`config.mk`:
```
export PLATFORM = sky130hd
export DESIGN_NAME = multicycle_ctrl_flat
export DESIGN_NICKNAME = d
export VERILOG_FILES = /design/src/rtl/multicycle_ctrl_if.sv /design/src/rtl/multicycle_ctrl.sv /design/src/flat_wrapper.sv
export SDC_FILE = /design/constraint.sdc
export NUM_CORES = 1
export LEC_CHECK = 0
export ABC_CLOCK_PERIOD_IN_PS = 2000
export BUFFER_PORTS_ARGS = -buffer_cell sky130_fd_sc_hd__buf_2
export CAP_MARGIN = 10
export CORE_MARGIN = 4
export CORE_UTILIZATION = 40
export CTS_BUF_LIST = sky130_fd_sc_hd__clkbuf_16
export CTS_CLUSTER_DIAMETER = 40
export DETAILED_ROUTE_END_ITERATION = 6
export GPL_TIMING_DRIVEN = 0
export HOLD_SLACK_MARGIN = 0.15
export PLACE_DENSITY = 0.8
export RECOVER_POWER = 25
export SLEW_MARGIN = 20
export SYNTH_ARGS = -nofsm -noshare
export SYNTH_HDL_FRONTEND = slang
export SYNTH_SLANG_ARGS = --single-unit
```
`constraint.sdc`:
```
create_clock -name clk -period 2 [get_ports clk]
set_input_delay 0.1 -clock clk [delete_from_list [all_inputs] [get_ports clk]]
set_output_delay 0.1 -clock clk [all_outputs]
set_load 0.005 [all_outputs]
```
`src/rtl/multicycle_ctrl_if.sv`:
```
// Control/status bundle between the multicycle controller and its datapath.
interface multicycle_ctrl_if #(
  parameter int unsigned Width = 32
);
  logic [Width-1:0] Instr;
  logic             Zero;
  logic             MemReady;
  logic             PCWrite;
  logic             IRWrite;
  logic             AdrSrc;
  logic             MemReq;
  logic             MemWrite;
  logic             RegWrite;
  logic [1:0]       ResultSrc;
  logic [1:0]       ALUSrcA;
  logic [1:0]       ALUSrcB;
  logic [2:0]       ALUControl;
  logic [2:0]       ImmSrc;
  logic             Illegal;
  logic [3:0]       State;

  // Controller side
  modport master (
    input  Instr, Zero, MemReady,
    output PCWrite, IRWrite, AdrSrc, MemReq, MemWrite, RegWrite,
    output ResultSrc, ALUSrcA, ALUSrcB, ALUControl, ImmSrc, Illegal, State
  );

  // Datapath side
  modport slave (
    output Instr, Zero, MemReady,
    input  PCWrite, IRWrite, AdrSrc, MemReq, MemWrite, RegWrite,
    input  ResultSrc, ALUSrcA, ALUSrcB, ALUControl, ImmSrc, Illegal, State
  );
endinterface

```
`src/rtl/multicycle_ctrl.sv`:
```
// Main FSM of the multicycle RV32I-subset core. Sequences the shared ALU,
// single-ported memory, register file and PC/IR latches; decodes from the IR.
module multicycle_ctrl (
  input logic               clk,
  input logic               rst,
  multicycle_ctrl_if.master bus
);

  typedef enum logic [3:0] {
    StFetch    = 4'd0,
    StDecode   = 4'd1,
    StMemAdr   = 4'd2,
    StMemRead  = 4'd3,
    StMemWb    = 4'd4,
    StMemWrite = 4'd5,
    StExecR    = 4'd6,
    StExecI    = 4'd7,
    StAluWb    = 4'd8,
    StBranch   = 4'd9,
    StJal      = 4'd10,
    StJalr     = 4'd11,
    StJalrPc   = 4'd12,
    StLui      = 4'd13,
    StTrap     = 4'd15
  } state_e;

  localparam logic [6:0] OpLoad   = 7'b0000011;
  localparam logic [6:0] OpStore  = 7'b0100011;
  localparam logic [6:0] OpRType  = 7'b0110011;
  localparam logic [6:0] OpIType  = 7'b0010011;
  localparam logic [6:0] OpBranch = 7'b1100011;
  localparam logic [6:0] OpJal    = 7'b1101111;
  localparam logic [6:0] OpJalr   = 7'b1100111;
  localparam logic [6:0] OpLui    = 7'b0110111;

  localparam logic [2:0] AluAdd  = 3'b000;
  localparam logic [2:0] AluSub  = 3'b001;
  localparam logic [2:0] AluAnd  = 3'b010;
  localparam logic [2:0] AluOr   = 3'b011;
  localparam logic [2:0] AluSlt  = 3'b101;
  localparam logic [2:0] AluPass = 3'b111;

  localparam logic [2:0] ImmI    = 3'b000;
  localparam logic [2:0] ImmS    = 3'b001;
  localparam logic [2:0] ImmB    = 3'b010;
  localparam logic [2:0] ImmNone = 3'b011;
  localparam logic [2:0] ImmU    = 3'b100;
  localparam logic [2:0] ImmJ    = 3'b101;

  state_e     state_q, state_d;
  logic       illegal_q;
  logic [6:0] op;
  logic [2:0] funct3;
  logic       funct7b5;
  logic       alu_f3_ok;
  logic       br_f3_ok;

  assign op       = bus.Instr[6:0];
  assign funct3   = bus.Instr[14:12];
  assign funct7b5 = bus.Instr[30];

  assign alu_f3_ok = (funct3 == 3'b000) || (funct3 == 3'b010) ||
                     (funct3 == 3'b110) || (funct3 == 3'b111);
  assign br_f3_ok  = (funct3 == 3'b000) || (funct3 == 3'b001);

  assign bus.State   = state_q;
  assign bus.Illegal = illegal_q;

  // State register and sticky illegal flag; both cleared asynchronously
  always_ff @(posedge clk or posedge rst) begin
    if (rst) begin
      state_q   <= StFetch;
      illegal_q <= 1'b0;
    end else begin
      state_q   <= state_d;
      illegal_q <= illegal_q | (state_d == StTrap);
    end
  end

  // Next-state and control outputs, decoded from state and the latched IR
  always_comb begin
    state_d        = state_q;
    bus.PCWrite    = 1'b0;
    bus.IRWrite    = 1'b0;
    bus.AdrSrc     = 1'b0;
    bus.MemReq     = 1'b0;
    bus.MemWrite   = 1'b0;
    bus.RegWrite   = 1'b0;
    bus.ResultSrc  = 2'b00;
    bus.ALUSrcA    = 2'b00;
    bus.ALUSrcB    = 2'b00;
    bus.ALUControl = AluAdd;
    bus.ImmSrc     = ImmNone;

    unique case (state_q)
      StFetch: begin
        bus.MemReq    = 1'b1;
        bus.ALUSrcB   = 2'b10;
        bus.ResultSrc = 2'b10;
        bus.IRWrite   = bus.MemReady;
        bus.PCWrite   = bus.MemReady;
        if (bus.MemReady) state_d = StDecode;
      end
      StDecode: begin
        // Precompute the PC-relative target into ALUOut while dispatching
        bus.ALUSrcA = 2'b01;
        bus.ALUSrcB = 2'b01;
        bus.ImmSrc  = (op == OpJal) ? ImmJ : ImmB;
        case (op)
          OpLoad, OpStore: state_d = StMemAdr;
          OpRType:         state_d = alu_f3_ok ? StExecR : StTrap;
          OpIType:         state_d = alu_f3_ok ? StExecI : StTrap;
          OpBranch:        state_d = br_f3_ok ? StBranch : StTrap;
          OpJal:           state_d = StJal;
          OpJalr:          state_d = StJalr;
          OpLui:           state_d = StLui;
          default:         state_d = StTrap;
        endcase
      end
      StMemAdr: begin
        bus.ALUSrcA = 2'b10;
        bus.ALUSrcB = 2'b01;
        bus.ImmSrc  = (op == OpStore) ? ImmS : ImmI;
        state_d     = (op == OpStore) ? StMemWrite : StMemRead;
      end
      StMemRead: begin
        bus.MemReq = 1'b1;
        bus.AdrSrc = 1'b1;
        if (bus.MemReady) state_d = StMemWb;
      end
      StMemWb: begin
        bus.ResultSrc = 2'b01;
        bus.RegWrite  = 1'b1;
        state_d       = StFetch;
      end
      StMemWrite: begin
        bus.MemReq   = 1'b1;
        bus.MemWrite = 1'b1;
        bus.AdrSrc   = 1'b1;
        if (bus.MemReady) state_d = StFetch;
      end
      StExecR, StExecI: begin
        bus.ALUSrcA = 2'b10;
        if (state_q == StExecI) begin
          bus.ALUSrcB = 2'b01;
          bus.ImmSrc  = ImmI;
        end
        case (funct3)
          3'b000:  bus.ALUControl = (state_q == StExecR && funct7b5) ? AluSub : AluAdd;
          3'b111:  bus.ALUControl = AluAnd;
          3'b110:  bus.ALUControl = AluOr;
          3'b010:  bus.ALUControl = AluSlt;
          default: bus.ALUControl = AluAdd;
        endcase
        state_d = StAluWb;
      end
      StAluWb: begin
        bus.RegWrite = 1'b1;
        state_d      = StFetch;
      end
      StBranch: begin
        bus.ALUSrcA    = 2'b10;
        bus.ALUControl = AluSub;
        // funct3 000 is beq, 001 is bne; others never reach here
        bus.PCWrite    = (funct3 == 3'b000) ? bus.Zero : ~bus.Zero;
        state_d        = StFetch;
      end
      StJal, StJalrPc: begin
        // ALU computes the link value OldPC+4 while the PC takes ALUOut
        bus.ALUSrcA = 2'b01;
        bus.ALUSrcB = 2'b10;
        bus.PCWrite = 1'b1;
        state_d     = StAluWb;
      end
      StJalr: begin
        bus.ALUSrcA = 2'b10;
        bus.ALUSrcB = 2'b01;
        bus.ImmSrc  = ImmI;
        state_d     = StJalrPc;
      end
      StLui: begin
        bus.ALUSrcB    = 2'b01;
        bus.ImmSrc     = ImmU;
        bus.ALUControl = AluPass;
        state_d        = StAluWb;
      end
      StTrap: begin
        state_d = StTrap;
      end
      default: begin
        state_d = StTrap;
      end
    endcase
  end

endmodule
```
`src/flat_wrapper.sv`:
```
// flat-port wrapper written by rule: the top's interface ports become plain ports
module multicycle_ctrl_flat 
  (clk, rst, bus_Instr, bus_Zero, bus_MemReady, bus_PCWrite, bus_IRWrite, bus_AdrSrc, bus_MemReq, bus_MemWrite, bus_RegWrite, bus_ResultSrc, bus_ALUSrcA, bus_ALUSrcB, bus_ALUControl, bus_ImmSrc, bus_Illegal, bus_State);
  multicycle_ctrl_if bus_i ();
  input logic clk;
  input logic rst;
  input wire logic [$bits(bus_i.Instr)-1:0] bus_Instr;
  input wire logic [$bits(bus_i.Zero)-1:0] bus_Zero;
  input wire logic [$bits(bus_i.MemReady)-1:0] bus_MemReady;
  output wire logic [$bits(bus_i.PCWrite)-1:0] bus_PCWrite;
  output wire logic [$bits(bus_i.IRWrite)-1:0] bus_IRWrite;
  output wire logic [$bits(bus_i.AdrSrc)-1:0] bus_AdrSrc;
  output wire logic [$bits(bus_i.MemReq)-1:0] bus_MemReq;
  output wire logic [$bits(bus_i.MemWrite)-1:0] bus_MemWrite;
  output wire logic [$bits(bus_i.RegWrite)-1:0] bus_RegWrite;
  output wire logic [$bits(bus_i.ResultSrc)-1:0] bus_ResultSrc;
  output wire logic [$bits(bus_i.ALUSrcA)-1:0] bus_ALUSrcA;
  output wire logic [$bits(bus_i.ALUSrcB)-1:0] bus_ALUSrcB;
  output wire logic [$bits(bus_i.ALUControl)-1:0] bus_ALUControl;
  output wire logic [$bits(bus_i.ImmSrc)-1:0] bus_ImmSrc;
  output wire logic [$bits(bus_i.Illegal)-1:0] bus_Illegal;
  output wire logic [$bits(bus_i.State)-1:0] bus_State;
  assign bus_i.Instr = bus_Instr;
  assign bus_i.Zero = bus_Zero;
  assign bus_i.MemReady = bus_MemReady;
  assign bus_PCWrite = bus_i.PCWrite;
  assign bus_IRWrite = bus_i.IRWrite;
  assign bus_AdrSrc = bus_i.AdrSrc;
  assign bus_MemReq = bus_i.MemReq;
  assign bus_MemWrite = bus_i.MemWrite;
  assign bus_RegWrite = bus_i.RegWrite;
  assign bus_ResultSrc = bus_i.ResultSrc;
  assign bus_ALUSrcA = bus_i.ALUSrcA;
  assign bus_ALUSrcB = bus_i.ALUSrcB;
  assign bus_ALUControl = bus_i.ALUControl;
  assign bus_ImmSrc = bus_i.ImmSrc;
  assign bus_Illegal = bus_i.Illegal;
  assign bus_State = bus_i.State;
  multicycle_ctrl u_core (.clk(clk), .rst(rst), .bus(bus_i));
endmodule
```
==> impl_metrics.csv, run 1 <==
group,metric,value,unit
floorplan,dieHeight,52.4,um
placed_design,place_congestion,0.883,
logic_synthesis,synth_top_cell_area_share,0.158,
placed_design,io_buffers,37,
detailed_routing,via_count,1002,
hold_path,min_path_type,"in -> async",
global_route,grt_max_degree,11,
layout,fin_nets,194,
logic_synthesis,netlist_area,790,um2
sta,tightest_slew,0.428,ns
power_and_ir_drop,peakVddDrop,1030,uV
layout,fin_cells,182,
worst_setup_path,crit_required,1.90,ns
global_route,grt_pass1_wl,3.86,mm
clock_tree,cts.sinks,5,
global_route,antenna_found_initial,0,
logic_synthesis,synth-warning-count,0,
detailed_routing,routed_via_density,5.51,
sta,slew_viol_final,0,
sta,hold_viol_final,0,
clock_tree,cts-root-buf,"clkbuf_16",
detailed_routing,drt-initial-drc-count,43,
global_route,grt_pass1_vias,901,
layout,fillCellCount,185,
floorplan,die_w,52.4,um
sta,setup_viol,0,
layout,n_antenna_cell,0,
placed_design,placed_area,1010,um2
detailed_routing,wirelength,2.39,mm
logic_synthesis,synth_edf_count,0,
power_and_ir_drop,combPwrFrac,0.677,
global_route,grt_overflow,0,
logic_synthesis,postSynthCellCount,116,
detailed_routing,firstDrtPassIters,4,
clock_tree,path_clk_slew,0.03,ns
logic_synthesis,avgSynthCellArea,6.81,um2
detailed_routing,drc,0,
floorplan,ioPinCount,59,
worst_setup_path,critPathLaunchType,"flop",
logic_synthesis,ys_seq_area_frac,0.158,
worst_setup_path,r2r-start,"u_core.bus.State[0]",
outcome,status,"completed",
sta,skew,0.000411,ns
detailed_routing,ant_nets,0,
logic_synthesis,synth_top_area_cell,"dfrtp_1",
clock_tree,insertion_delay,0.22,ns
floorplan,core_area,1800,um2
logic_synthesis,synth_nets,152,
detailed_routing,wl_per_cell,13.1,um
clock_tree,cts_made_buffers,3,
layout,seq_area,125,um2
layout,post-route-util,0.605,
logic_synthesis,yosysUniqueCellTypes,43,
sta,max-slew-margin-rel,0.714,
worst_setup_path,critPathKind,"reg -> out",
floorplan,start_util,0.438,
placed_design,post-place-cells,178,
run,max_cap_violations,0,
power_and_ir_drop,pwr-share-clk,0.207,
logic_synthesis,ys_async_sr_fraction,1.00,
layout,multi_input_area,619,um2
floorplan,die_area,2750,um2
worst_setup_path,cp.arrival,1.77,ns
worst_setup_path,critPathCaptureType,"output port",
worst_setup_path,regToRegEndpoint,"u_core.bus.Illegal",
worst_setup_path,cp_max_fo,10,
power_and_ir_drop,pwr-share-seq,0.116,
layout,drive_above_1_share,0.293,
power_and_ir_drop,intPower,862,uW
clock_tree,cts_buffer_depth,2,
placed_design,place_hpwl,1.91,mm
layout,area_growth,38.0,%
clock_tree,h-tree-depth,1,
power_and_ir_drop,switching_share,0.438,
worst_setup_path,rrSetupSlack,0.33,ns
logic_synthesis,synth_flop_cell,"dfrtp_1",
power_and_ir_drop,powerDensity,1410,nW/um2
logic_synthesis,synth_top_cells_by_area,"dfrtp_1, nand2_1, a21oi_1",
global_route,track_usage,0.180,
power_and_ir_drop,p_switching,673,uW
floorplan,row_count,15,
clock_tree,cts_tree,"built",
sta,timing.fmax,534,MHz
power_and_ir_drop,p_leak,0.000501,uW
logic_synthesis,ys_seq_elements,5,
layout,fin_area,1090,um2
sta,fin_crit,1.87,ns
sta,fin_crit_sh,0.936,
worst_setup_path,worst-r2r-cell-count,6,
## state kept, by name (all words and copies together) (netlist names)
| register | flops |
|---|---|
| u_core.bus.Illegal | 1 |
| u_core.bus.State | 4 |
## synthesized netlist by cell type (2+ instances only)
master and instances:
inv_1 3, o32ai_1 2, xor2_1 2, buf_2 3, nand3_1 6, a21oi_1 8, o2111ai_1 3, nand2_1 12
and3_1 2, a211o_1 2, clkbuf_1 4, and2_1 4, xnor2_1 3, nor2b_1 4, o21ai_0 5, nor3_1 5
nor2_1 10, a21boi_0 3, nor4_1 2, nand2b_1 5, o22a_1 2, dfrtp_1 5
## critical path, stage by stage, from the launching register on
cell and delay [ns]:
dfrtp_1 0.37, buf_2 0.24, clkbuf_1 0.35, o21ai_0 0.15, a21boi_0 0.26, buf_2 0.17
## logic make-up (layout without fill, tap and decap cells)
kind of cell,count (synthesis),after routing,synth area share
flops,5,5,0.158
xor+xnor,5,5,0.0555
mux,1,1,0.0143
simple gates,60,60,0.410
compound gates,34,34,0.304
buf+inv,11,52,0.0570
## layer usage
| metal | track usage | part of all wire |
|---|---|---|
| met4 | 0.0596 | 0 |
| met3 | 0.0142 | 0.077 |
| met5 | 0 | 0 |
| met1 | 0.247 | 0.44 |
| met2 | 0.295 | 0.48 |
## through the flow
step                      power [uW]  setup slack (ns)  hold slack (ns)  TNS [ns]
after floorplan                  842             0.537           -0.121         0
after global placement          1180             0.387         -0.00843         0
after detailed placement        1220             0.244          0.00245         0
after CTS                       1540             0.116            0.304         0
after global routing            1670           -0.0109            0.329   -0.0109
final                           1530             0.128            0.313         0
## cells in the final DEF (no fill, tap or decap), types with 2 or more instances in the layout
master	netlist	final
dfrtp_1	5	5
o21ai_0	5	5
xnor2_1	3	3
nor3_1	5	5
nand2_1	12	12
o32ai_1	2	2
o2111ai_1	3	3
buf_1	1	2
nor4_1	2	2
nor2b_1	4	4
a21oi_1	8	8
and2_1	4	4
a21boi_0	3	3
xor2_1	2	2
clkbuf_16	0	3
a211o_1	2	2
and3_1	2	2
nand3_1	6	6
buf_2	3	38
nand2b_1	5	5
nor2_1	10	10
clkbuf_1	4	3
o22a_1	2	2
inv_1	3	4
## timing repair
item	4_1_cts	5_1_grt
hold endpoints to repair	5	0
hold buffers	1	0
gates resized for setup	0	3
endpoints found under the setup margin	1	1
pin swaps	0	0
setup buffers	0	0
## power by group through the flow
stage | Combinational (uW) | Sequential (uW) | Clock (uW)
after floorplan | 679 | 163 | 0
after global placement | 1020 | 160 | 0
after detailed placement | 1060 | 163 | 0
after CTS | 1040 | 179 | 322
after global routing | 1150 | 183 | 334
final | 1040 | 178 | 318
## area by class of cell
class | count | share of cell area
buffer | 7 | 0.0287
clock buffer | 3 | 0.0689
clock inverter | 1 | 0.00344
inverter | 3 | 0.0103
multi-input combinational | 100 | 0.568
sequential | 5 | 0.115
tap | 25 | 0.0287
timing repair buffer | 38 | 0.177
## worst max-delay path by stage
stage                                    from            endpoint  cells after the start
after floorplan           u_core.bus.State[3]  u_core.bus.Illegal                      6
after global placement    u_core.bus.State[0]  u_core.bus.Illegal                      6
after detailed placement  u_core.bus.State[3]       bus_ImmSrc[0]                      7
after CTS                 u_core.bus.State[0]          bus_MemReq                      5
after global routing      u_core.bus.State[0]       bus_ImmSrc[0]                      6
final                     u_core.bus.State[2]       bus_ImmSrc[0]                      5
Power figures use the tool's default switching activity.
==> inputs of run 2 (changes only) <==
ABC_AREA = 1   (was unset)
PLACE_DENSITY = 0.85   (was 0.8)
==> impl_metrics.csv, run 2 <==
group,metric,value,unit
sta,setup_viol,0,
floorplan,ioPinCount,59,
clock_tree,ctsResizeCount,0,
clock_tree,cts.sinks,5,
detailed_routing,via_count,1046,
sta,max-slew-margin-rel,0.795,
logic_synthesis,synth_nets,177,
worst_setup_path,cpPeakStageDelay,0.44,ns
logic_synthesis,synthTopCellsByCount,"nand2_1, inv_1, nor2_1",
logic_synthesis,synth_edf_count,0,
outcome,status,"completed",
layout,fillCellCount,179,
layout,drive_above_1_share,0.377,
worst_setup_path,cp_max_fo,6,
sta,timing.fmax,562,MHz
detailed_routing,wl_per_cell,11.5,um
global_route,grt_overflow,0,
floorplan,row_count,15,
sta,fin_crit_sh,0.889,
power_and_ir_drop,p_leak,0.000646,uW
placed_design,place_congestion,0.889,
logic_synthesis,netlist_area,793,um2
worst_setup_path,crit_buf_inv,3,
clock_tree,cts_tree,"built",
logic_synthesis,ys_async_sr_fraction,1.00,
global_route,track_usage,0.184,
worst_setup_path,rrSetupSlack,0.57,ns
logic_synthesis,postSynthCellCount,141,
detailed_routing,routed_via_density,5.03,
detailed_routing,wirelength,2.40,mm
layout,fin_area,1100,um2
logic_synthesis,synth_top_cells_by_area,"nand2_1, dfrtp_1, inv_1",
layout,largest_reg_flops,4,
logic_synthesis,yosysUniqueCellTypes,24,
floorplan,die_w,52.5,um
placed_design,io_buffers,37,
global_route,antenna_found_initial,0,
sta,slew_viol_final,0,
clock_tree,cts-root-buf,"clkbuf_16",
logic_synthesis,synth_top_cell_area_share,0.194,
placed_design,place_hpwl,2.00,mm
worst_setup_path,path_delay_family,"flip-flops",
detailed_routing,drc,0,
layout,fin_nets,220,
clock_tree,cts_buffer_depth,2,
worst_setup_path,r2r-start,"u_core.bus.State[2]",
sta,setup_slack,0.222,ns
worst_setup_path,crit_top_cell,"inv_2",
logic_synthesis,avgSynthCellArea,5.63,um2
layout,n_antenna_cell,0,
floorplan,die_area,2760,um2
sta,fin_crit,1.78,ns
clock_tree,cts_made_buffers,3,
worst_setup_path,cp.arrival,1.68,ns
worst_setup_path,critPathLaunchType,"flop",
worst_setup_path,path_cells,"nor2_2 > inv_2 > nor2_4 > inv_2 > o2111ai_1 > o21ai_1 > buf_2",
sta,rsz0062_at_grt,"no",
power_and_ir_drop,peakVddDrop,981,uV
clock_tree,h-tree-depth,1,
logic_synthesis,ys_seq_elements,5,
floorplan,dieHeight,52.5,um
floorplan,start_util,0.440,
worst_setup_path,startpoint,"u_core.bus.State[2]",
worst_setup_path,critPathKind,"reg -> out",
placed_design,place_ws,0.514,ns
placed_design,post-place-cells,203,
worst_setup_path,crit_required,1.90,ns
worst_setup_path,critPathCaptureType,"output port",
logic_synthesis,synth.most_common_cell,"nand2_1",
sta,tightest_slew,0.306,ns
detailed_routing,drt-initial-drc-count,22,
logic_synthesis,synth_flop_cell,"dfrtp_1",
detailed_routing,firstDrtPassIters,5,
layout,layout_common_cells,"nand2_1, buf_2, inv_1",
clock_tree,insertion_delay,0.23,ns
sta,fin_tns_setup,0,ns
floorplan,core_area,1800,um2
logic_synthesis,ys_seq_area_frac,0.158,
layout,fin_cells,208,
placed_design,placed_area,1010,um2
hold_path,min_path_type,"in -> async",
global_route,grt_pass1_wl,3.84,mm
worst_setup_path,slowest_stage,"dfrtp_1",
layout,area_growth,38.3,%
layout,final_common_cell,"nand2_1",
power_and_ir_drop,powerDensity,1210,nW/um2
sta,skew,0.00172,ns
logic_synthesis,synth_top_area_cell,"nand2_1",
run,max_cap_violations,0,
global_route,grt_pass1_vias,940,
sta,hold_viol_final,0,
detailed_routing,ant_nets,0,
logic_synthesis,synth-warning-count,0,
clock_tree,path_clk_slew,0.03,ns
global_route,grt_max_degree,8,
-- run 2: cell types whose count changed after synthesis, moves of 5 or more --
cell / delta
inv_2: +9
inv_1: +15
nor2_4: +5
nand2_1: +29
nand2_2: +7
nor2_1: +7
nand2b_1: -5
nand3_1: +5
-- run 2: logic make-up (layout without fill, tap and decap cells) --
family | count (synthesis) | in the layout | share of synthesized area
xor gates and xnor gates | 1 | 1 | 0.0110
AOI/OAI and AO/OA | 18 | 18 | 0.145
and+or+nand+nor | 90 | 90 | 0.558
DFF | 5 | 5 | 0.158
buffers and inverters | 27 | 69 | 0.128
-- run 2: timing repair --
item | 4_1_cts | 5_1_grt
buffers inserted | 0 | 0
hold buffers | 1 | 0
endpoints found under the hold margin | 5 | 0
-- run 2: stage by stage --
step                       util  hold slack [ns]  total power, uW
after floorplan               -           -0.121              693
after global placement    0.560         -0.00863              984
after detailed placement  0.560        -0.000483             1000
after CTS                 0.610            0.308             1340
after global routing      0.609            0.327             1460
final                     0.609            0.307             1330
-- run 2: power breakdown --
| group | internal [uW] | switching (uW) |
|---|---|---|
| Sequential | 135 | 62.7 |
| Clock | 259 | 62.7 |
| Combinational | 313 | 498 |
| Total | 707 | 623 |
-- run 2: worst paths after layout --
path | end | depth (start not counted)
max | bus_ImmSrc[1] | 7
min | u_core.bus.State[2] | 3
max reg2reg | u_core.bus.Illegal | 9
min reg2reg | u_core.bus.Illegal | 2
max in group asynchronous | u_core.bus.State[0] | 3
min in group clk | u_core.bus.State[2] | 5
-- run 2: final cells by class --
class / instances / area (um2) / share of cell area
clock buffer: 3 / 75.1 / 0.0684
clock inverter: 1 / 3.75 / 0.00342
inverter: 27 / 101 / 0.0924
multi-input combinational: 109 / 567 / 0.517
sequential: 5 / 125 / 0.114
tap: 25 / 31.3 / 0.0285
timing repair buffer: 38 / 194 / 0.177
-- run 2: routing by layer --
layer | GRT usage | wire [um] | vias to the layer above
li1 | - | - | 530
met1 | 0.220 | 970 | 464
met2 | 0.302 | 1200 | 46
met3 | 0.0342 | 182 | 6
met4 | 0.106 | 42 | 0
met5 | 0 | 0 | -
-- run 2: worst reg2reg max path, stage by stage (launching register included) --
cell     delay, ns
dfrtp_1       0.44
nor2_2        0.24
inv_2         0.12
nor2_4        0.13
inv_2         0.05
nor2_1        0.12
nor2_1        0.08
nand2_2       0.08
nand3_2       0.05
nand2_1       0.05
==> inputs of run 3 (changes only) <==
CTS_BUF_LIST = sky130_fd_sc_hd__clkbuf_2 sky130_fd_sc_hd__clkbuf_4 sky130_fd_sc_hd__clkbuf_8   (was sky130_fd_sc_hd__clkbuf_16)
==> impl_metrics.csv, run 3 (synthesis gave the netlist of run 2 again) <==
group,metric,value,unit
floorplan,row_count,15,
worst_setup_path,cpPeakStageDelay,0.45,ns
detailed_routing,drc,0,
global_route,antenna_found_initial,0,
power_and_ir_drop,p_leak,0.000622,uW
clock_tree,cts.sinks,5,
global_route,grt_pass1_wl,3.83,mm
worst_setup_path,cp_max_fo,6,
global_route,grt_pass1_vias,949,
worst_setup_path,crit_path_end,"bus_ImmSrc[1]",
worst_setup_path,path_depth,7,
global_route,track_usage,0.181,
worst_setup_path,path_cells,"nor2_2 > inv_2 > nor2_4 > inv_2 > o2111ai_1 > o21ai_1 > buf_2",
sta,timing.fmax,558,MHz
detailed_routing,wl_met2,1.20,mm
sta,rsz0062_at_grt,"no",
detailed_routing,met3_length,178,um
sta,setup_viol,0,
worst_setup_path,path_delay_family,"flip-flops",
worst_setup_path,crit_required,1.90,ns
worst_setup_path,critPathCaptureType,"output port",
sta,hold_viol_final,0,
placed_design,placed_area,1010,um2
worst_setup_path,rrSetupSlack,0.56,ns
detailed_routing,top_layer_used,"met4",
detailed_routing,wirelength,2.35,mm
worst_setup_path,cp.arrival,1.69,ns
sta,skew,0.00214,ns
layout,fillCellCount,185,
worst_setup_path,regToRegEndpoint,"u_core.bus.Illegal",
outcome,status,"completed",
worst_setup_path,r2r-start,"u_core.bus.State[2]",
detailed_routing,via_count,1040,
detailed_routing,met1_length,947,um
hold_path,min_path_type,"in -> reg",
clock_tree,path_clk_slew,0.04,ns
power_and_ir_drop,peakVddDrop,844,uV
clock_tree,cts_buffer_depth,2,
clock_tree,insertion_delay,0.24,ns
floorplan,dieHeight,52.5,um
worst_setup_path,crit_top_cell,"inv_2",
hold_path,hp-start,"bus_MemReady",
layout,fin_area,1050,um2
detailed_routing,firstDrtPassIters,5,
layout,fin_nets,220,
placed_design,io_buffers,37,
clock_tree,h-tree-depth,1,
floorplan,die_w,52.5,um
detailed_routing,wl_per_cell,11.3,um
sta,max-slew-margin-rel,0.799,
clock_tree,cts_tree,"built",
sta,tightest_slew,0.299,ns
detailed_routing,drt-initial-drc-count,22,
layout,layout_common_cells,"nand2_1, buf_2, inv_1",
worst_setup_path,critPathLaunchType,"flop",
run,max_cap_violations,0,
sta,fin_hold_ws,0.293,ns
worst_setup_path,worst-r2r-cell-count,9,
clock_tree,cts_made_buffers,3,
sta,fin_crit,1.79,ns
global_route,grt_overflow,0,
floorplan,core_area,1800,um2
detailed_routing,ant_nets,0,
clock_tree,post-cts-setup-buffers,0,
layout,fin_cells,208,
sta,setup_slack,0.209,ns
worst_setup_path,critPathKind,"reg -> out",
placed_design,place_ws,0.514,ns
clock_tree,cts-root-buf,"clkbuf_4",
detailed_routing,routed_via_density,5.00,
layout,largest_reg_flops,4,
placed_design,post-place-cells,203,
worst_setup_path,crit_buf_inv,3,
layout,drive_above_1_share,0.383,
floorplan,start_util,0.440,
global_route,grt_max_degree,8,
sta,fin_tns_setup,0,ns
floorplan,ioPinCount,59,
floorplan,die_area,2760,um2
sta,slew_viol_final,0,
sta,fin_crit_sh,0.895,
layout,final_common_cell,"nand2_1",
worst_setup_path,slowest_stage,"dfrtp_1",
layout,area_growth,32.2,%
power_and_ir_drop,powerDensity,1080,nW/um2
layout,n_antenna_cell,0,
placed_design,place_congestion,0.889,
worst_setup_path,startpoint,"u_core.bus.State[2]",
placed_design,place_hpwl,2.00,mm
[run 3: area by class of cell]
class / instances / area [um2] / share of cell area
Timing Repair Buffer: 38 / 194 / 0.185
Multi-Input combinational cell: 109 / 567 / 0.541
Tap cell: 25 / 31.3 / 0.0298
Sequential cell: 5 / 125 / 0.119
Clock buffer: 4 / 30.0 / 0.0286
Inverter: 27 / 101 / 0.0967
[run 3: worst reg2reg max path, stage by stage (launching register included)]
cell	delay, ns
dfrtp_1	0.45
nor2_2	0.24
inv_2	0.12
nor2_4	0.13
inv_2	0.05
nor2_1	0.12
nor2_1	0.08
nand2_2	0.08
nand3_2	0.05
nand2_1	0.05
[run 3: repair_timing]
action | in CTS | in global routing
hold buffers | 1 | 0
hold endpoints to repair | 5 | 0
resized for setup | 0 | 0
[run 3: where the power goes]
group          internal, uW  switching, uW
clock network          88.8           39.1
registers               135           63.5
logic                   313            497
[run 3: how the worst min path moves through the flow]
stage                          endpoint  slack [ns]  cells after the start
global route        u_core.bus.State[2]        0.30                      5
finish              u_core.bus.State[2]        0.29                      5
detailed placement  u_core.bus.State[1]     -0.0005                      2
global placement    u_core.bus.State[0]      -0.009                      2
CTS                 u_core.bus.State[2]        0.28                      3
floorplan            u_core.bus.Illegal       -0.12                      1
[run 3: metrics by stage]
step	total power [uW]	utilization
floorplan	693	-
finish	1140	0.582
detailed placement	1000	0.560
global placement	984	0.560
CTS	1140	0.583
global route	1260	0.582
[run 3: layer usage]
| layer | up-vias | track usage |
|---|---|---|
| li1 | 529 | - |
| met1 | 459 | 0.219 |
| met2 | 48 | 0.302 |
| met3 | 4 | 0.0342 |
| met4 | 0 | 0.0936 |
| met5 | - | 0 |
